## src/rtl/axioma_wdt_window.sv

```systemverilog
`timescale 1ns/1ps
`default_nettype none
// +--------------------------------------------------------------------------+
// | axioma_wdt_window: windowed watchdog with WDTCSR-style control register   |
// | Revision: 1.0                                                             |
// +--------------------------------------------------------------------------+
module axioma_wdt_window #(
  parameter int unsigned          CNT_W     = 21,
  parameter int unsigned          ADDR_W    = 8,
  parameter logic [ADDR_W-1:0]    CTRL_ADDR = 'h60,
  parameter logic [ADDR_W-1:0]    WIN_ADDR  = 'h61,
  parameter int unsigned          CE_CYC    = 4,
  parameter int unsigned          RST_CYC   = 16
) (
  input  logic              clk,
  input  logic              reset_n,
  input  logic              tick,
  input  logic [ADDR_W-1:0] io_addr,
  input  logic [7:0]        io_data_in,
  input  logic              io_write,
  input  logic              io_read,
  output logic [7:0]        io_data_out,
  input  logic              wdr,
  input  logic              irq_ack,
  output logic              wdt_irq,
  output logic              wdt_reset,
  output logic [CNT_W-1:0]  debug_count,
  output logic [1:0]        debug_state
);

  localparam int unsigned CE_W  = $clog2(CE_CYC + 1);
  localparam int unsigned RST_W = $clog2(RST_CYC + 1);

  typedef enum logic [1:0] {
    ST_IDLE = 2'd0,
    ST_RUN  = 2'd1,
    ST_RST  = 2'd2
  } state_e;

  state_e             state_q, state_d;
  logic [CNT_W-1:0]   count_q, count_d;
  logic [RST_W-1:0]   rst_cnt_q, rst_cnt_d;
  logic [CE_W-1:0]    ce_cnt_q, ce_cnt_d;
  logic               wdif_q, wdif_d;
  logic               wdie_q, wdie_d;
  logic               wde_q, wde_d;
  logic [3:0]         wdp_q, wdp_d;
  logic [3:0]         win_q, win_d;
  logic               ewf_q, ewf_d;
  logic               wrf_q, wrf_d;

  logic [3:0]         wdp_eff;
  logic [4:0]         t_exp;
  logic [CNT_W-1:0]   t_max;
  logic [CNT_W-1:0]   seg;
  logic [CNT_W+3:0]   win_thr;
  logic [1:0]         mode;
  logic               ctrl_wr;
  logic               win_wr;
  logic               ce_open;
  logic               early;

  // Timeout period T-1 and the early-kick threshold (T/16)*WIN.
  always_comb begin
    wdp_eff = (wdp_q > 4'd9) ? 4'd9 : wdp_q;
    t_exp   = 5'd11 + {1'b0, wdp_eff};
    if (int'(t_exp) >= int'(CNT_W)) begin
      t_max = '1;
    end else begin
      t_max = (CNT_W'(1) << t_exp) - CNT_W'(1);
    end
    seg     = (t_max >> 4) + CNT_W'(1);
    win_thr = {4'b0, seg} * {{CNT_W{1'b0}}, win_q};
    early   = (win_q != 4'd0) && ({4'b0, count_q} < win_thr);
  end

  always_comb begin
    state_d   = state_q;
    count_d   = count_q;
    rst_cnt_d = rst_cnt_q;
    ce_cnt_d  = ce_cnt_q;
    wdif_d    = wdif_q;
    wdie_d    = wdie_q;
    wde_d     = wde_q;
    wdp_d     = wdp_q;
    win_d     = win_q;
    ewf_d     = ewf_q;
    wrf_d     = wrf_q;

    mode    = {wde_q, wdie_q};
    ctrl_wr = io_write && (io_addr == CTRL_ADDR);
    win_wr  = io_write && (io_addr == WIN_ADDR);
    ce_open = (ce_cnt_q != '0);

    if (ce_open) begin
      ce_cnt_d = ce_cnt_q - 1'b1;
    end

    if (ctrl_wr && (state_q != ST_RST)) begin
      if (io_data_in[7]) begin
        wdif_d = 1'b0;
      end
      wdie_d = io_data_in[6];
      if (ce_open) begin
        wde_d    = io_data_in[3];
        wdp_d    = {io_data_in[5], io_data_in[2:0]};
        ce_cnt_d = '0;
      end else begin
        wde_d = wde_q | io_data_in[3];
        if (io_data_in[4] && io_data_in[3]) begin
          ce_cnt_d = CE_W'(CE_CYC);
        end
      end
    end

    if (win_wr) begin
      if (io_data_in[7]) ewf_d = 1'b0;
      if (io_data_in[6]) wrf_d = 1'b0;
      if (ce_open)       win_d = io_data_in[3:0];
    end

    // Acknowledge in interrupt-then-reset mode arms the reset-only behaviour.
    if (irq_ack) begin
      wdif_d = 1'b0;
      if (mode == 2'b11) begin
        wdie_d = 1'b0;
      end
    end

    case (state_q)
      ST_IDLE: begin
        count_d = '0;
        if (mode != 2'b00) begin
          state_d = ST_RUN;
        end
      end
      ST_RUN: begin
        if (mode == 2'b00) begin
          state_d = ST_IDLE;
          count_d = '0;
        end else if (wdr) begin
          count_d = '0;
          if (early) begin
            ewf_d = 1'b1;
            if (wde_q) begin
              state_d   = ST_RST;
              wrf_d     = 1'b1;
              rst_cnt_d = '0;
            end
          end
        end else if (tick) begin
          if (count_q == t_max) begin
            count_d = '0;
            if ((mode == 2'b10) || ((mode == 2'b11) && wdif_q)) begin
              state_d   = ST_RST;
              wrf_d     = 1'b1;
              rst_cnt_d = '0;
            end else begin
              wdif_d = 1'b1;
            end
          end else begin
            count_d = count_q + 1'b1;
          end
        end
      end
      ST_RST: begin
        count_d = '0;
        if (rst_cnt_q == RST_W'(RST_CYC - 1)) begin
          state_d   = ST_RUN;
          rst_cnt_d = '0;
        end else begin
          rst_cnt_d = rst_cnt_q + 1'b1;
        end
      end
      default: begin
        state_d = ST_IDLE;
        count_d = '0;
      end
    endcase

    if (wdp_d != wdp_q) begin
      count_d = '0;
    end
  end

  always_ff @(posedge clk or negedge reset_n) begin
    if (!reset_n) begin
      state_q   <= ST_IDLE;
      count_q   <= '0;
      rst_cnt_q <= '0;
      ce_cnt_q  <= '0;
      wdif_q    <= 1'b0;
      wdie_q    <= 1'b0;
      wde_q     <= 1'b0;
      wdp_q     <= 4'd0;
      win_q     <= 4'd0;
      ewf_q     <= 1'b0;
      wrf_q     <= 1'b0;
    end else begin
      state_q   <= state_d;
      count_q   <= count_d;
      rst_cnt_q <= rst_cnt_d;
      ce_cnt_q  <= ce_cnt_d;
      wdif_q    <= wdif_d;
      wdie_q    <= wdie_d;
      wde_q     <= wde_d;
      wdp_q     <= wdp_d;
      win_q     <= win_d;
      ewf_q     <= ewf_d;
      wrf_q     <= wrf_d;
    end
  end

  always_comb begin
    io_data_out = 8'h00;
    if (io_read) begin
      if (io_addr == CTRL_ADDR) begin
        io_data_out = {wdif_q, wdie_q, wdp_q[3], ce_open, wde_q, wdp_q[2:0]};
      end else if (io_addr == WIN_ADDR) begin
        io_data_out = {ewf_q, wrf_q, 2'b00, win_q};
      end
    end
  end

  assign wdt_irq     = wdif_q & wdie_q;
  assign wdt_reset   = (state_q == ST_RST);
  assign debug_count = count_q;
  assign debug_state = state_q;

endmodule
`default_nettype wire

```

## config.mk

```make
export PLATFORM = sky130hd
export DESIGN_NAME = axioma_wdt_window
export DESIGN_NICKNAME = d
export VERILOG_FILES = /design/src/rtl/axioma_wdt_window.sv
export SDC_FILE = /design/constraint.sdc
export NUM_CORES = 1
export LEC_CHECK = 0
export BUFFER_PORTS_ARGS = -buffer_cell sky130_fd_sc_hd__clkbuf_2
export CORE_ASPECT_RATIO = 0.8
export CORE_UTILIZATION = 53
export DETAILED_ROUTE_END_ITERATION = 10
export GPL_ROUTABILITY_DRIVEN = 1
export HOLD_SLACK_MARGIN = 0.03
export PLACE_DENSITY = 0.79
export SLEW_MARGIN = 0
export SYNTH_ARGS = -nofsm -noshare
export SYNTH_HDL_FRONTEND = slang
export SYNTH_SLANG_ARGS = --single-unit
```

## constraint.sdc

```tcl
create_clock -name clk -period 18.09 [get_ports clk]
set_input_delay 0.9045 -clock clk [delete_from_list [all_inputs] [get_ports clk]]
set_output_delay 0.9045 -clock clk [all_outputs]
set_load 0.005 [all_outputs]
```

==> results by stage <==
Timing:
- The final number of max-transition violations is 0.
- The final setup skew is about 0.0063 ns.
- For the pin with the worst max-slew slack, the measured transition is around 0.9 ns.
- The hold violation total from the final report came to 0.
- Setup violations remaining at the end of the flow were counted as 0.
- Based on the critical path, the design can be clocked at up to roughly 96 MHz.
- The final setup TNS is 0 ns.
- The final clock period utilization by the worst path is 57.6%.
- The worst pin sits at a relative slew slack of approximately two fifths.
- The time the worst path needs with I/O delays and setup is between 10 and 15 ns.
- Setup repair after global routing left no endpoint under its margin.

Synthesis:
- The number of cells produced by synthesis is about 830.
- The share of flip-flops with an asynchronous set or reset is between 90% and 100%.
- Counting flops and latches in the post-synthesis netlist gives 44.
- The per-instance average area after synthesis is approximately 8 um^2.
- Synthesis produced a netlist with a net count of approximately 940.
- For this run, the leading register cell type out of synthesis is sky130_fd_sc_hd__dfrtp_1.
- The synthesized netlist occupies a cell area of around 0.0066 mm^2.
- After synthesis, flip-flops and latches occupy between 10% and 20% of the total area.
- The number of different library cells in the post-synthesis netlist is just under 80.
- For this run, the number of Yosys warnings is 0.
- The synthesized design contains 0 enable-type register cells.

Drt:
- The number of DRC markers in iteration 0 is 530.
- The wire length per cell is 18.2 um.
- The overall via count from detail_route is 6222.
- In the routed design, unresolved DRC markers number 0.
- The post-detailed-routing wire length is approximately 19000 um.
- The antenna violation net count after detailed routing is 0.
- The detail-routed via count per cell is ~6.1.
- The count of TritonRoute iterations in the first routing pass is 5.

Clock tree:
- In this run the post-CTS setup repair buffer count came out at 0.
- The post-cts repair resize count is 0.
- The number of buffers created by CTS is 5.
- TritonCTS built the clock tree.
- Clock-pin slew was measured on the worst setup and hold paths at 0.07 ns.
- The largest buffer count on any clock path is 2.
- The clock reaches the later pin of the worst-skew pair after approximately 0.29 ns.
- The clock sink count is 44.
- The clock root buffer master is sky130_fd_sc_hd__clkbuf_16.
- In this run the number of H-tree levels came out at 2.
- For this design, the CTS-stage hold fixing added 0 buffers.

Placement:
- The placer congestion estimate is just under 1.
- Counting tap cells, the placed design contains a total of 1009 instances.
- In this run the tool buffered the top-level ports with 55 buffer cells.
- Summed over all nets, the half-perimeter wirelength after detailed placement is approximately 14000 um.

Floorplanning:
- The area of the core region is about 0.012 mm^2.
- The die is roughly 100 um tall.
- The die outline width is about 130 um.
- The I/O pin count is 56.
- The area of the die is 0.0129 mm^2.
- The floorplan has 36 rows.
- Once the floorplan was initialized, standard cells occupied 54.3% of the core.

Cells and area:
- The count of nets after finishing is ~980.
- The library cell used most frequently in the layout, excluding fill and tap cells, is sky130_fd_sc_hd__inv_1.
- The antenna diode count is 0.
- The count of cells in the finished layout, fillers not included, comes to between 1k and 1.5k.
- In the layout the commonest cells are sky130_fd_sc_hd__inv_1, sky130_fd_sc_hd__nand2_1, sky130_fd_sc_hd__nor2_1, sky130_fd_sc_hd__ha_1, sky130_fd_sc_hd__clkbuf_2.
- The total of fill cells in the finished design is between 1k and 1.5k.
- Cells with a size suffix above 1 make up 12.4% of the layout.
- From synthesis to final layout, the design area changed by 7.38%.

Global route:
- The total track usage is 30.1%.
- Entering global routing, the biggest net connects 45 pins.
- The wire length of the first global-routing pass is a little over 30000 um.
- For this run the aggregate overflow at the end of global routing stands at 0.
- The number of global-route vias before repair is 5874.
- The initial antenna violation count came to 0.

Setup path:
- The largest individual stage delay along the critical path comes from the cell sky130_fd_sc_hd__dfrtp_1.
- STA classifies the critical path endpoint as a register.
- The worst register-to-register path ends at rst_cnt_q[3]$_DFFE_PN0P_.
- The arrival time of the worst setup path is about 11 ns.
- The category of the critical setup timing path is reg -> reg.
- The largest stage delay on the critical path is ~0.80 ns.
- The worst setup path is launched from a register.
- In this design, the critical path's most frequently occurring cell is sky130_fd_sc_hd__ha_1.
- Along the worst path, the maximum fanout reaches 23.
- The timing endpoint of the critical path is rst_cnt_q[3]$_DFFE_PN0P_.
- The worst setup path startpoint is wdp_q[3]$_DFF_PN0_.
- The origin of the critical flop-to-flop path is wdp_q[3]$_DFF_PN0_.
- The register-to-register path setup slack is 7.66 ns.
- The number of cells on the worst reg-to-reg path is 38.
- For the worst setup path, the data required time is 18.24 ns.

Flow run:
- Max-cap violations in this run came to 0.

Power:
- The peak supply drop is approximately 0.10 mV.
- The static leakage is approximately 3.5 nW.
- The power density over cell area is roughly 120 mW/mm^2.

Status:
- The run finished with clean final reports.

Hold path:
- The min-delay analysis places its worst path in the category reg -> reg.
[critical path: cells and delay by family (launching register included)]
family | cells | cell delay (ns)
AOI/OAI and AO/OA | 16 | 4.06
xor gates and xnor gates | 2 | 0.50
adders and majority gates | 8 | 3.13
buffers and inverters | 3 | 0.35
DFF | 1 | 0.80
and+or+nand+nor | 9 | 1.42
[state kept, by name, summed over array words and instances, names as in the netlist]
| register | flops |
|---|---|
| wdie_q | 1 |
| ce_cnt_q | 3 |
| ewf_q | 1 |
| wdif_q | 1 |
| wrf_q | 1 |
| wdp_q | 4 |
| wde_q | 1 |
| debug_count | 21 |
| debug_state | 2 |
| rst_cnt_q | 5 |
| win_q | 4 |
[cell type report]
| type | count | area [um^2] | share of cell area [%] |
|---|---|---|---|
| well taps | 152 | 190 | 2.68 |
| clock buffers | 5 | 125 | 1.77 |
| multi-input cells | 671 | 5010 | 70.8 |
| repair buffers | 57 | 290 | 4.10 |
| inverters | 85 | 319 | 4.50 |
| flip-flops and latches | 44 | 1100 | 15.5 |
| clock inverters | 3 | 46.3 | 0.653 |
[how the worst min path moves through the flow]
stage | start | slack, ns | depth (start not counted) | end
after floorplan | wrf_q$_DFF_PN0_ | 0.45 | 1 | wrf_q$_DFF_PN0_
after global placement | wrf_q$_DFF_PN0_ | 0.46 | 1 | wrf_q$_DFF_PN0_
after detailed placement | wrf_q$_DFF_PN0_ | 0.47 | 1 | wrf_q$_DFF_PN0_
after CTS | wrf_q$_DFF_PN0_ | 0.49 | 1 | wrf_q$_DFF_PN0_
after global routing | wrf_q$_DFF_PN0_ | 0.50 | 1 | wrf_q$_DFF_PN0_
final | wrf_q$_DFF_PN0_ | 0.49 | 1 | wrf_q$_DFF_PN0_
[metrics by stage]
step / util (%) / hold slack, ns / worst slack, ns / cell area, um^2 / power, W
final: 58.3 / 0.488 / 7.66 / 7090 / 0.000820
after global routing: 58.3 / 0.495 / 6.99 / 7090 / 0.000916
after CTS: 58.3 / 0.486 / 7.86 / 7090 / 0.000817
after detailed placement: 56.9 / 0.471 / 7.89 / 6910 / 0.000706
after global placement: 56.9 / 0.460 / 8.23 / 6910 / 0.000705
after floorplan: - / 0.450 / 9.27 / 6600 / 0.000571
[per-layer routing]
metal  routed length [um]  global-route usage [%]
met5                    0                       0
met4                  397                    8.79
met3                 1780                    4.38
met2                 7880                    47.4
met1                 8460                    43.0
[kinds of logic after synthesis]
group	after synthesis	share of synthesized area [%]
and+or+nand+nor	332	27.3
AOI/OAI and AO/OA	192	19.9
buffers and inverters	116	7.34
adders and majority gates	90	20.7
xor gates and xnor gates	45	6.18
DFF	44	16.7
muxes	12	1.92
[report_power, final]
| group | internal (W) | switching [W] | total, W |
|---|---|---|---|
| clock network | 0.0000657 | 0.0000406 | 0.000106 |
| registers | 0.000106 | 0.0000125 | 0.000118 |
| logic | 0.000241 | 0.000355 | 0.000596 |
| total | 0.000412 | 0.000408 | 0.000820 |
[cells in the mapped netlist (5+ instances only)]
library cell | number | area (um^2)
sky130_fd_sc_hd__ha_1 | 58 | 726
sky130_fd_sc_hd__a21oi_1 | 26 | 130
sky130_fd_sc_hd__a21o_1 | 27 | 203
sky130_fd_sc_hd__dfrtp_1 | 44 | 1100
sky130_fd_sc_hd__fa_1 | 32 | 641
sky130_fd_sc_hd__nor3b_2 | 10 | 125
sky130_fd_sc_hd__a31oi_1 | 7 | 43.8
sky130_fd_sc_hd__buf_6 | 5 | 56.3
sky130_fd_sc_hd__buf_2 | 6 | 30.0
sky130_fd_sc_hd__xor2_1 | 16 | 140
sky130_fd_sc_hd__nor2b_1 | 12 | 75.1
sky130_fd_sc_hd__nor2_1 | 58 | 218
sky130_fd_sc_hd__o21ai_1 | 15 | 75.1
sky130_fd_sc_hd__nand2b_1 | 17 | 106
sky130_fd_sc_hd__nand3b_1 | 5 | 37.5
sky130_fd_sc_hd__xnor2_1 | 28 | 245
sky130_fd_sc_hd__nand3_1 | 23 | 115
sky130_fd_sc_hd__a2111oi_0 | 5 | 43.8
sky130_fd_sc_hd__mux2_2 | 5 | 56.3
sky130_fd_sc_hd__and3_1 | 15 | 93.8
sky130_fd_sc_hd__inv_1 | 85 | 319
sky130_fd_sc_hd__o211ai_1 | 7 | 52.6
sky130_fd_sc_hd__o21a_1 | 6 | 45.0
sky130_fd_sc_hd__or2_2 | 9 | 56.3
sky130_fd_sc_hd__nor4_1 | 6 | 37.5
sky130_fd_sc_hd__nand2_1 | 83 | 312
sky130_fd_sc_hd__or3_1 | 9 | 56.3
sky130_fd_sc_hd__nor3_1 | 18 | 90.1
sky130_fd_sc_hd__and2_1 | 39 | 244
sky130_fd_sc_hd__clkbuf_1 | 16 | 60.1
sky130_fd_sc_hd__mux2i_1 | 7 | 70.1
sky130_fd_sc_hd__o21ai_0 | 41 | 205
Power figures use the tool's default switching activity.
